==> src/rtl/exc_seq.sv <==
`timescale 1ns/1ps
// -----------------------------------------------------------------------------
// exc_seq -- exception / interrupt sequencer in front of coprocessor 0.
//
// Accepts one trap event (eret, syscall, break or an enabled interrupt) while
// idle, then walks CP0's register port one access per cycle: save EPC, write
// CAUSE, read-modify-write STATUS (set EXL), and finally redirects fetch to
// the exception vector. An eret reads the return target through the CP0 RET
// operation and redirects there instead. Fetch/decode are stalled for the
// whole sequence.
//
// Ports
//   clk, rst        clock, asynchronous active-high reset
//   req_sys/brk/eret trap requests from decode (held by decode while stalled)
//   req_pc          PC of the decode instruction
//   irq, irq_mask   level-sensitive interrupt lines and their mask
//   status_ie/exl   STATUS.IE / STATUS.EXL shadows
//   cop_rdata       CP0 read data
//   cop_op          CP0 operation (COP_OP_MV or COP_OP_RET)
//   cop_reg_num/sel CP0 register address, zero when no strobe is high
//   cop_wdata       CP0 write data, zero when no strobe is high
//   cop_wr, cop_rd  CP0 write / read strobes, never high together
//   stall, flush    pipeline hold and squash
//   redirect_valid  one-cycle PC redirect, target on redirect_pc
//
// Request handshake: a request is a level, not a pulse. It is sampled only on
// a rising edge while the sequencer is idle; while busy (stall=1) requests are
// ignored and decode keeps presenting them until they are taken.
// -----------------------------------------------------------------------------
module exc_seq #(
  parameter logic [31:0] EXC_VECTOR  = 32'h0000_3000,
  parameter logic [31:0] BOOT_VECTOR = 32'hBFC0_0380
) (
  input  logic        clk,
  input  logic        rst,
  input  logic        req_sys,
  input  logic        req_brk,
  input  logic        req_eret,
  input  logic [31:0] req_pc,
  input  logic [5:0]  irq,
  input  logic [5:0]  irq_mask,
  input  logic        status_ie,
  input  logic        status_exl,
  input  logic [31:0] cop_rdata,
  output logic [2:0]  cop_op,
  output logic [4:0]  cop_reg_num,
  output logic [2:0]  cop_reg_sel,
  output logic [31:0] cop_wdata,
  output logic        cop_wr,
  output logic        cop_rd,
  output logic        stall,
  output logic        flush,
  output logic        redirect_valid,
  output logic [31:0] redirect_pc
);

  localparam logic [2:0] COP_OP_MV  = 3'd0;
  localparam logic [2:0] COP_OP_RET = 3'd1;

  localparam logic [4:0] EXC_INT = 5'd0;
  localparam logic [4:0] EXC_SYS = 5'd8;
  localparam logic [4:0] EXC_BP  = 5'd9;

  localparam logic [4:0] REG_STATUS = 5'd12;
  localparam logic [4:0] REG_CAUSE  = 5'd13;
  localparam logic [4:0] REG_EPC    = 5'd14;

  typedef enum logic [2:0] {
    S_IDLE,
    S_FLUSH,
    S_WR_EPC,
    S_WR_CAUSE,
    S_RD_STATUS,
    S_WR_STATUS,
    S_REDIRECT,
    S_ERET
  } state_t;

  state_t      state;
  logic [31:0] epc_q;
  logic [5:0]  ip_q;
  logic [4:0]  exccode_q;
  // Only STATUS.BEV is needed after the read; the full word goes straight
  // into the STATUS write data on the same edge it is captured.
  logic        stat_bev_q;

  logic irq_hit;
  assign irq_hit = (|(irq & irq_mask)) & status_ie & ~status_exl;

  // Outputs are registered and always describe the state being entered, so
  // each output is a pure function of the current state register plus the
  // latched operands.
  always_ff @(posedge clk or posedge rst) begin
    if (rst) begin
      state          <= S_IDLE;
      epc_q          <= '0;
      ip_q           <= '0;
      exccode_q      <= '0;
      stat_bev_q     <= 1'b0;
      cop_op         <= COP_OP_MV;
      cop_reg_num    <= '0;
      cop_reg_sel    <= '0;
      cop_wdata      <= '0;
      cop_wr         <= 1'b0;
      cop_rd         <= 1'b0;
      stall          <= 1'b0;
      flush          <= 1'b0;
      redirect_valid <= 1'b0;
      redirect_pc    <= '0;
    end else begin
      cop_op         <= COP_OP_MV;
      cop_reg_num    <= '0;
      cop_reg_sel    <= '0;
      cop_wdata      <= '0;
      cop_wr         <= 1'b0;
      cop_rd         <= 1'b0;
      stall          <= 1'b1;
      flush          <= 1'b0;
      redirect_valid <= 1'b0;
      redirect_pc    <= '0;

      case (state)
        S_IDLE: begin
          if (req_eret) begin
            state  <= S_ERET;
            cop_op <= COP_OP_RET;
            flush  <= 1'b1;
          end else if (req_sys || req_brk || irq_hit) begin
            state <= S_FLUSH;
            flush <= 1'b1;
            // The trapping or interrupted instruction re-executes, so EPC is
            // its own PC in every case. Pending lines are recorded even when
            // a synchronous trap wins.
            epc_q <= req_pc;
            ip_q  <= irq;
            if (req_sys)      exccode_q <= EXC_SYS;
            else if (req_brk) exccode_q <= EXC_BP;
            else              exccode_q <= EXC_INT;
          end else begin
            stall <= 1'b0;
          end
        end

        S_FLUSH: begin
          state       <= S_WR_EPC;
          cop_wr      <= 1'b1;
          cop_reg_num <= REG_EPC;
          cop_wdata   <= epc_q;
        end

        S_WR_EPC: begin
          state       <= S_WR_CAUSE;
          cop_wr      <= 1'b1;
          cop_reg_num <= REG_CAUSE;
          cop_wdata   <= {16'h0000, ip_q, 3'b000, exccode_q, 2'b00};
        end

        S_WR_CAUSE: begin
          state       <= S_RD_STATUS;
          cop_rd      <= 1'b1;
          cop_reg_num <= REG_STATUS;
        end

        S_RD_STATUS: begin
          state       <= S_WR_STATUS;
          stat_bev_q  <= cop_rdata[22];
          cop_wr      <= 1'b1;
          cop_reg_num <= REG_STATUS;
          cop_wdata   <= cop_rdata | 32'h0000_0002;
        end

        S_WR_STATUS: begin
          state          <= S_REDIRECT;
          redirect_valid <= 1'b1;
          redirect_pc    <= stat_bev_q ? BOOT_VECTOR : EXC_VECTOR;
        end

        S_ERET: begin
          // CP0 presents the return target during the RET cycle.
          state          <= S_REDIRECT;
          redirect_valid <= 1'b1;
          redirect_pc    <= cop_rdata;
        end

        S_REDIRECT: begin
          state <= S_IDLE;
          stall <= 1'b0;
        end

        default: begin
          state <= S_IDLE;
          stall <= 1'b0;
        end
      endcase
    end
  end

endmodule
==> config.mk <==
export PLATFORM = sky130hd
export DESIGN_NAME = exc_seq
export DESIGN_NICKNAME = d
export VERILOG_FILES = /design/src/rtl/exc_seq.sv
export SDC_FILE = /design/constraint.sdc
export NUM_CORES = 1
export LEC_CHECK = 0
export BUFFER_PORTS_ARGS = -buffer_cell sky130_fd_sc_hd__buf_2
export CAP_MARGIN = 0
export CORE_ASPECT_RATIO = 0.6
export CORE_UTILIZATION = 30
export DETAILED_ROUTE_END_ITERATION = 16
export PLACE_DENSITY_LB_ADDON = 0.08
export SYNTH_ARGS = -nofsm -noshare
export SYNTH_HDL_FRONTEND = slang
export SYNTH_SLANG_ARGS = --single-unit
==> constraint.sdc <==
create_clock -name clk -period 3.4 [get_ports clk]
set_clock_uncertainty 0.1 [all_clocks]
set_input_delay 0.17 -clock clk [delete_from_list [all_inputs] [get_ports clk]]
set_output_delay 0.17 -clock clk [all_outputs]
set_load 0.03 [all_outputs]
==> impl_results.md, run 1 <==
* CP Capture Point: exccode_q[0]
* Slew HR at 38.5%
* R2r setup slk at 0.67 ns
* Tcrit/Tclk final at 82.5%
* YS warnings at 0
* R2R Path End: exccode_q[0]
* DRC at 0
* Slew @ Worst Pin at 0.920 ns
* Met2 wire len at 5000 um
* Post-synth EDFFs at 0
* Std-Cell Rows at 33
* DIE HEIGHT at 95.6 um
* Clock sink count at 117
* Sw frac at 35.8%
* Synth top area share at 66.8%
* Sequential Power Share at 38.2%
* F_max at 357 MHz
* Clk root buf: clkbuf_16
* Clk_lat worst skew at 0.40 ns
* Via count at 3268
* Post-CTS Setup Bufs at 0
* Maximum clock path buffer count at 2
* Static Leakage at 3.46 nW
* Initial core utilization at 31.4%
* Worst Hold Slack at 0.0226 ns
* Required time of the critical path at 3.64 ns
* R2R Path Start: state[0]
* Routed WL per cell at 15.9 um
* GRT Total Usage at 16.8%
* Met1 WL at 5920 um
* Mapped Cells at 308
* Die X at 158 um
* Crit path time final at 2.80 ns
* Clock Power Share at 29.3%
* Crit path kind: input port to flop
* Combinational Power Share at 32.6%
* Placed cells at 642
* Slew Limit Fails at 0
* Final instance area at 6640 um2
* # IOs at 163
* Fin Setup TNS at 0 ns
* Most numerous cell in the Yosys netlist: dfrtp_1
* Vias in the first global route at 3443
* Max-cap violations at 0
* Final #Nets at 625
* Outcome: finished, final reports clean
* Worst EP arrival at 3.05 ns
* Buffers added on ports at 156
* PwrDens at 868 nW/um2
* Setup crit end kind: flop
* Routability congestion estimate at 0.717
* DR vias/cell at 4.37
* Type of origin of the critical path: input port
* Initial antenna violation count at 0
* Total CTS buffers at 17
* Layout cells sized above 1 at 42.5%
* Setup violators final at 0
* Cells on worst reg2reg path at 5
* H-tree depth at 4
* TritonCTS clock tree: done
* CORE AREA at 14000 um2
* Crit path max fanout at 21
* FF+latch count, synth at 117
* Final hold vios at 0
* Area grow syn2layout at 51.5%
* GRT overflow at 0
* Filler cells at 1299
* CTS clk-pin slew, worst paths at 0.06 ns
* Detailed Route WL at 11800 um
* Hpwl dp at 7920 um
* Min-Delay Path Depth at 3
* Total power at 5.76 mW
* Asr flop ratio synth at 100%
* Uppermost layer routed: met4
* Post-DP Area at 5350 um2
* Crit. Startpoint: irq[1]
* Internal Power at 3.70 mW
* Global-route wire length before repair at 18500 um
* Hold WC Path Type: input port to flop
* RSZ-0062 raised after global routing: no
* Synth unique cells at 33
* Commonest cells post-synth: dfrtp_1, mux2_2, a22o_1
* Synth area leader: dfrtp_1
* Routed length on met3 at 810 um
* Remaining antenna violation count at 0
* Fin cells at 747
* First-pass DRT Iterations at 4
* Post-synthesis sequential area ratio at 66.8%
* VDD IR-drop max at 0.000306 V
* Iter 0 DRT Violations at 138
* Syn avg cell area at 14.2 um2
* Diodes inserted at 0
* Ys flop type: dfrtp_1
* Post-Syn Area at 4380 um2
* Top cells by area, synth: dfrtp_1, mux2_2, a22o_1
* Largest net degree at the start of global routing at 65
* NetSw at 2.06 mW
* Die footprint at 15100 um2
layer usage:
metal	track usage (%)	up-vias
met5	0	-
met4	5.77	0
met3	5.82	9
met2	24.4	102
met1	23.2	1616
li1	-	1541
sequential cells by signal, summed over array words and instances, names as in the netlist, named ones only:
signal / cells
redirect_pc: 32
cop_wdata: 32
cop_reg_num: 3
exccode_q: 2
epc_q: 32
cop_rd: 1
ip_q: 6
cop_wr: 1
stat_bev_q: 1
state: 2
flush: 1
redirect_valid: 1
cop_op: 1
stall: 1
cells by family (layout without fill, tap and decap cells):
family	count (synthesis)	in the layout	synth area share, %
multiplexers	40	40	10.3
flip-flops	117	117	66.8
XOR/XNOR	1	1	0.200
AO/OA/AOI/OAI	65	65	11.3
AND/OR/NAND/NOR	51	51	7.02
buffers and inverters	33	275	4.37
other	1	6	0.0856
power by group through the flow:
stage                     sequential [mW]  combinational, mW  clock (mW)
after floorplan                      2.64              0.843           0
after global placement               2.21               1.82           0
after detailed placement             2.22               1.83           0
after CTS                            2.20               1.90        1.73
after global routing                 2.27               2.04        1.80
final                                2.20               1.88        1.69
critical path, stage by stage:
cell and delay [ns]:
dlygate4sd3_1 0.53, buf_2 0.13, a222oi_1 0.58, nand4_1 0.31, nand3_2 0.41, buf_12 0.23
a32o_1 0.13, dlygate4sd3_1 0.54
cells in the final DEF, fill, tap and decap left out, drive strengths merged, types with 11 or more instances in the layout:
| cell | n |
|---|---|
| dfrtp | 117 |
| nand2 | 11 |
| a21o | 13 |
| a22o | 23 |
| o21ai | 12 |
| buf | 164 |
| clkbuf | 20 |
| dlygate4sd3 | 73 |
| mux2 | 39 |
| and2 | 22 |
stage by stage:
stage                     setup WS, ns  util [%]
final                            0.595      47.6
after global routing             0.486      47.6
after global placement            1.01      38.3
after CTS                        0.643      47.6
after floorplan                 0.0292         -
after detailed placement         0.985      38.3
how the worst min path moves through the flow:
| stage | from | to | slack, ns |
|---|---|---|---|
| floorplan | cop_rdata[22] | redirect_pc[22] | 0.19 |
| global placement | rst | redirect_pc[16] | 0.29 |
| detailed placement | rst | redirect_pc[16] | 0.29 |
| CTS | req_sys | exccode_q[3] | 0.02 |
| global route | req_sys | exccode_q[3] | 0.04 |
| finish | req_sys | exccode_q[3] | 0.02 |
repair_timing:
| item | CTS | global route |
|---|---|---|
| gates resized for setup | 0 | 0 |
| hold buffers | 73 | 0 |
| endpoints found under the hold margin | 163 | 0 |
layout make-up:
cell class,count,area [um2],area share [%]
clock buffer,20,457,6.88
timing repair buffer,237,1600,24.0
inverter,6,25.0,0.377
sequential,117,2930,44.1
clock inverter,12,105,1.58
multi-input combinational,163,1290,19.4
tap,192,240,3.62
No activity file was read; power rests on OpenSTA's default activity.
==> run 2: changes to the inputs <==
- ABC_AREA: not set -> 1
- clock period: 3.4 -> 2.3 ns (I/O delays scaled with it)
==> run 2 against run 1 <==
  * Worst hold slack improved by 0.14 ns
  * Total power up 48%
  * Register-to-register slack lost 0.36 ns
  * First-iteration DRC count up 20%
  * Cell count grew 21%
  * Via count is 18% higher
  * Count of clock-buffer cells in the layout fell by 1
  * Critical path depth shrank 2
  * Cell area increased by 2.2%
  * Synthesized cell count up 50%
  * Largest power group unchanged
  * Highest routed layer unchanged
==> impl_results.md, run 2 <==
* Slew Limit Fails at 0 (unchanged)
* Crit path max fanout at 25 (was 21)
* Most numerous cell in the Yosys netlist: nand2_1 (was dfrtp_1)
* GR peak layer: met1 (was met2)
* Final hold vios at 0 (unchanged)
* Global-route wire length before repair at 19800 um (was 18500 um)
* Ys flop type: dfrtp_1 (unchanged)
* Required time of the critical path at 2.54 ns (was 3.64 ns)
* # resized after CTS at 0 (unchanged)
* Hold WC Path Type: input port to flop (unchanged)
* Final #Nets at 778 (was 625)
* Post-synthesis sequential area ratio at 64.8% (was 66.8%)
* RSZ-0062 raised after global routing: no (unchanged)
* FF+latch count, synth at 117 (unchanged)
* Hpwl dp at 7990 um (was 7920 um)
* DR vias/cell at 4.25 (was 4.37)
* DIE HEIGHT at 97.1 um (was 95.6 um)
* Commonest cells post-synth: nand2_1, dfrtp_1, nand3_1 (was dfrtp_1, mux2_2, a22o_1)
* Final instance area at 6780 um2 (was 6640 um2)
* CORE AREA at 14600 um2 (was 14000 um2)
* Synth area leader: dfrtp_1 (unchanged)
* Tcrit/Tclk final at 86.4%
* R2R Path Start: state[1] (was state[0])
* Slew HR at 47.7% (was 38.5%)
* Crit path kind: flop to flop (was input port to flop)
* Outcome: finished, final reports clean (unchanged)
* Initial core utilization at 31.0% (was 31.4%)
* Max-cap violations at 0 (unchanged)
* H-tree depth at 4 (unchanged)
* DRC at 0 (unchanged)
* Area grow syn2layout at 50.1% (was 51.5%)
* GRT overflow at 0 (unchanged)
* Diodes inserted at 0 (unchanged)
* Asr flop ratio synth at 100% (unchanged)
* Post-Syn Area at 4520 um2 (was 4380 um2)
* Std-Cell Rows at 34 (was 33)
* PwrDens at 1260 nW/um2 (was 868 nW/um2)
* Die X at 160 um (was 158 um)
* Type of origin of the critical path: flop (was input port)
* Crit path time final at 1.99 ns
* Post-DP Area at 5440 um2 (was 5350 um2)
* Clock sink count at 117 (unchanged)
* Layout cells sized above 1 at 29.1% (was 42.5%)
* Remaining antenna violation count at 0 (unchanged)
* Iter 0 DRT Violations at 166 (was 138)
* Synth unique cells at 22 (was 33)
* Mapped Cells at 463 (was 308)
* Setup crit end kind: flop (unchanged)
* Post-CTS Hold Buffers at 75 (was 73)
* Slew @ Worst Pin at 0.784 ns (was 0.920 ns)
* Die footprint at 15600 um2 (was 15100 um2)
* Clk_lat worst skew at 0.41 ns (was 0.40 ns)
* Most frequent cells in the layout: buf_2, nand2_1, dfrtp_1 (was buf_2, dfrtp_1, dlygate4sd3_1)
* TritonCTS clock tree: done (unchanged)
* Routability congestion estimate at 0.752 (was 0.717)
* CTS clk-pin slew, worst paths at 0.05 ns (was 0.06 ns)
* GRT Total Usage at 16.8% (about the same)
* YS warnings at 0 (unchanged)
* Top cells by area, synth: dfrtp_1, nand2_1, nand3_1 (was dfrtp_1, mux2_2, a22o_1)
* Syn avg cell area at 9.76 um2 (was 14.2 um2)
* Biggest regs: cop_wdata x32, epc_q x32, redirect_pc x32 (unchanged)
* Routed WL per cell at 13.7 um (was 15.9 um)
* Fin Setup TNS at 0 ns (unchanged)
* Crit. Startpoint: state[1] (was irq[1])
* VDD IR-drop max at 0.000467 V (was 0.000306 V)
* GR met3 Demand/Resource at 4.57% (was 5.82%)
* Post-CTS Setup Bufs at 0 (unchanged)
* First-pass DRT Iterations at 4 (unchanged)
* Worst EP arrival at 2.23 ns (was 3.05 ns)
* # IOs at 163 (unchanged)
* Static Leakage at 3.76 nW (was 3.46 nW)
* Buffers added on ports at 156 (unchanged)
* Largest net degree at the start of global routing at 41 (was 65)
* Synth top area share at 64.8% (was 66.8%)
* Filler cells at 1405 (was 1299)
* Vias in the first global route at 3846 (was 3443)
* Total CTS buffers at 17 (unchanged)
* Initial antenna violation count at 0 (unchanged)
* Via count at 3849 (was 3268)
* F_max at 503 MHz
* Clk root buf: clkbuf_16 (unchanged)
* Setup violators final at 0 (unchanged)
* GR met2 Demand/Resource at 24.0% (was 24.4%)
* Post-synth EDFFs at 0 (unchanged)
* Commonest non-fill, non-tap cell in the layout: buf_2 (unchanged)
* Maximum clock path buffer count at 2 (unchanged)
* Worst Hold Launch: status_exl (was req_sys)
* Grt met1 use at 24.2% (was 23.2%)
* Detailed Route WL at 12400 um (was 11800 um)
[run 2: changes by cell type after synthesis, moves of 23 or more]
cell / previous run / this run
mux2_2: 36 / 0
a22o_1: 23 / 0
nand2_1: 11 / 142
nand3_1: 0 / 45
o21ai_0: 12 / 38
inv_1: 6 / 44
[run 2: path summary, 6_finish.rpt]
| kind | to | slack [ns] | cells after the start |
|---|---|---|---|
| setup / recovery | exccode_q[0] | 0.31 | 6 |
| setup reg to reg | exccode_q[0] | 0.31 | 6 |
| max in group asynchronous | redirect_pc[7] | 1.23 | 4 |
| hold / removal | state[0] | 0.16 | 6 |
| min in group asynchronous | cop_wdata[26] | 0.23 | 3 |
| hold reg to reg | epc_q[17] | 0.37 | 2 |
[run 2: where the power goes]
| group | switching, mW | internal, mW |
|---|---|---|
| combinational | 1.92 | 0.808 |
| sequential | 0.324 | 2.80 |
| clock | 0.967 | 1.70 |
| total | 3.21 | 5.31 |
[run 2: through the flow]
stage	setup slack [ns]	utilization (%)	power, mW	cells	hold WS, ns
2_1_floorplan	0.658	-	5.04	468	0.121
3_3_place_gp	0.473	37.3	5.78	799	0.123
3_5_place_dp	0.418	37.3	5.81	799	0.120
4_1_cts	0.319	46.5	8.60	906	0.143
5_1_grt	0.202	46.5	9.02	906	0.217
6_report	0.313	46.5	8.52	906	0.159
[run 2: cell families (layout without fill, tap and decap cells)]
| kind of cell | after synthesis | count (layout) | synth area share (%) |
|---|---|---|---|
| buf+inv | 78 | 318 | 8.69 |
| compound gates | 47 | 47 | 5.70 |
| simple gates | 220 | 220 | 20.8 |
| flops | 117 | 117 | 64.8 |
| other cells | 1 | 6 | 0.0830 |
[run 2: critical path, cell delays in order, from the launching register on]
cell and delay [ns]:
dfrtp_1 0.49, nor2_4 0.17, nand2_4 0.09, nor2_8 0.33
nand3b_1 0.11, dlygate4sd3_1 0.57, nand2_1 0.06
[run 2: metal layers]
metal  part of all wire, %  wire, um
met2                    42      5180
met3                   6.0       749
met1                    51      6380
met5                     0         0
met4                  0.95       118
[run 2: final cells by class]
class	instances	area, um2	area share [%]
Multi-Input combinational cell	273	1220	18.0
Sequential cell	117	2930	43.2
Clock buffer	19	433	6.38
Inverter	48	184	2.71
Timing Repair Buffer	238	1610	23.7
Tap cell	198	248	3.65
Clock inverter	13	159	2.34
==> run 3: changes to the inputs <==
- CAP_MARGIN: 0 -> not set
- PLACE_DENSITY: not set -> 0.51
- PLACE_DENSITY_LB_ADDON: 0.08 -> not set
==> run 3 against run 2 <==
  * Wire length increased by 5.4%
  * Critical endpoint unchanged
  * Worst hold slack better by 0.00062 ns
  * Cell area down 0.30%
  * First-iteration DRC count up 37%
  * Die area is the same
  * Clock power decreased by 2%
==> impl_results.md, run 3 (synthesis gave the netlist of run 2 again) <==
* Iter 0 DRT Violations at 228 (was 166)
* Fin Setup TNS at 0 ns (unchanged)
* Min-Delay Path Depth at 6 (unchanged)
* Slew HR at 54.9% (was 47.7%)
* DIE HEIGHT at 97.1 um (unchanged)
* PwrDens at 1260 nW/um2 (about the same)
* Clock Power Share at 30.7% (was 31.3%)
* First-pass DRT Iterations at 5 (was 4)
* Die footprint at 15600 um2 (unchanged)
* Worst EP arrival at 2.19 ns (was 2.23 ns)
* CP max stage delay at 0.58 ns (was 0.57 ns)
* Hpwl dp at 8460 um (was 7990 um)
* Sw frac at 38.1% (was 37.7%)
* CP delay by family, top: simple AND/OR/NAND/NOR gates (unchanged)
* Fin util at 46.4% (was 46.5%)
* GRT Total Usage at 18.0% (was 16.8%)
* # IOs at 163 (unchanged)
* Setup violators final at 0 (unchanged)
* Initial core utilization at 31.0% (unchanged)
* Global-route wire length before repair at 21400 um (was 19800 um)
* VDD IR-drop max at 0.000497 V (was 0.000467 V)
* Tcrit/Tclk final at 84.8% (was 86.4%)
* Via count at 3905 (was 3849)
* Final instance area at 6760 um2 (was 6780 um2)
* Final hold vios at 0 (unchanged)
* R2R Path End: exccode_q[0] (unchanged)
* DR vias/cell at 4.31 (was 4.25)
* Internal Power at 5.26 mW (was 5.31 mW)
* Outcome: finished, final reports clean (unchanged)
* Total CTS buffers at 17 (unchanged)
* CP cell instances: nor2_4, nand2_4, nor2_8, nand3b_1, dlygate4sd3_1, nand2_1 (unchanged)
* Routability congestion estimate at 0.766 (was 0.752)
* Combinational Power Share at 32.3% (was 32.0%)
* Crit path kind: flop to flop (unchanged)
* Clock sink count at 117 (unchanged)
* RSZ-0062 raised after global routing: no (unchanged)
* R2R Path Start: state[1] (unchanged)
* CTS clk-pin slew, worst paths at 0.06 ns (was 0.05 ns)
* Clk root buf: clkbuf_16 (unchanged)
* # resized after CTS at 0 (unchanged)
* Crit path time final at 1.95 ns (was 1.99 ns)
* GRT overflow at 0 (unchanged)
* H-tree depth at 4 (unchanged)
* Slew Limit Fails at 0 (unchanged)
* Fin cells at 906 (unchanged)
* Detailed Route WL at 13100 um (was 12400 um)
* Hold worst-path end: stall (was state[0])
* Post-DP Area at 5430 um2 (was 5440 um2)
* Commonest non-fill, non-tap cell in the layout: buf_2 (unchanged)
* Vias in the first global route at 4088 (was 3846)
* Setup crit end kind: flop (unchanged)
* Critical Path Stages at 6 (unchanged)
* Clk_lat worst skew at 0.40 ns (was 0.41 ns)
* Final #Nets at 778 (unchanged)
* Worst Hold Launch: status_exl (unchanged)
* Buffers added on ports at 156 (unchanged)
* Static Leakage at 3.75 nW (was 3.76 nW)
* Diodes inserted at 0 (unchanged)
* Area grow syn2layout at 49.6% (was 50.1%)
* Pre-CTS WS at 0.503 ns (was 0.418 ns)
* Type of origin of the critical path: flop (unchanged)
* Layout cells sized above 1 at 29.4% (was 29.1%)
* Sequential Power Share at 37.0% (was 36.7%)
* Placed cells at 799 (unchanged)
* Slowest stage cell, crit path: dlygate4sd3_1 (unchanged)
* Required time of the critical path at 2.54 ns (about the same)
* Buffers & Inverters on Critical Path at 1 (unchanged)
* F_max at 513 MHz (was 503 MHz)
* Cells on worst reg2reg path at 6 (unchanged)
* NetSw at 3.24 mW (was 3.21 mW)
* Remaining antenna violation count at 0 (unchanged)
* Maximum clock path buffer count at 2 (unchanged)
* Std-Cell Rows at 34 (unchanged)
* Crit path max fanout at 16 (was 25)
* Worst Hold Slack at 0.160 ns (was 0.159 ns)
* TritonCTS clock tree: done (unchanged)
* Total power at 8.49 mW (was 8.52 mW)
* Max-cap violations at 0 (unchanged)
* DRC at 0 (unchanged)
* Biggest regs: cop_wdata x32, epc_q x32, redirect_pc x32 (unchanged)
* R2r setup slk at 0.35 ns (was 0.31 ns)
* Largest net degree at the start of global routing at 118 (was 41)
* Slew @ Worst Pin at 0.676 ns (was 0.784 ns)
* Setup ws final at 0.351 ns (was 0.313 ns)
* Routed WL per cell at 14.5 um (was 13.7 um)
* Hold WC Path Type: input port to flop (unchanged)
* CORE AREA at 14600 um2 (unchanged)
* Initial antenna violation count at 0 (unchanged)
* Die X at 160 um (unchanged)
* Most frequent cells in the layout: buf_2, nand2_1, dfrtp_1 (unchanged)
[run 3: area by class of cell]
| cell class | instances | area (um2) |
|---|---|---|
| Fill cell | 1427 | 7830 |
| Sequential cell | 117 | 2930 |
| Timing Repair Buffer | 238 | 1600 |
| Multi-Input combinational cell | 273 | 1220 |
| Clock buffer | 19 | 453 |
| Tap cell | 198 | 248 |
| Inverter | 48 | 184 |
| Clock inverter | 13 | 131 |
[run 3: how the worst max path moves through the flow]
stage / endpoint / from / slack, ns
detailed placement: epc_q[13] / state[1] / 0.50
CTS: exccode_q[0] / state[1] / 0.37
floorplan: async pin / rst / 0.66
global route: epc_q[12] / irq[4] / 0.20
finish: exccode_q[0] / state[1] / 0.35
global placement: epc_q[2] / state[1] / 0.56
[run 3: power groups by stage]
stage	clock, mW	combinational [mW]	sequential, mW
2_1_floorplan	0	1.14	3.89
3_3_place_gp	0	2.62	3.16
3_5_place_dp	0	2.68	3.17
4_1_cts	2.66	2.78	3.14
5_1_grt	2.76	3.03	3.22
6_report	2.61	2.75	3.14
[run 3: per-layer routing]
metal	GRT usage [%]	share of wire, %
met1	25.2	48
met2	26.8	44
met3	5.04	7.2
met4	6.15	0.26
met5	0	0
[run 3: what timing repair did]
action,CTS,global route
buffers inserted,0,0
hold buffers,75,0
endpoints found under the hold margin,221,0
[run 3: worst min-delay path, stage by stage]
cell	delay, ns
buf_2	0.08
nor2_1	0.05
nand2_1	0.09
nand3_1	0.15
nand2_1	0.11
inv_1	0.04
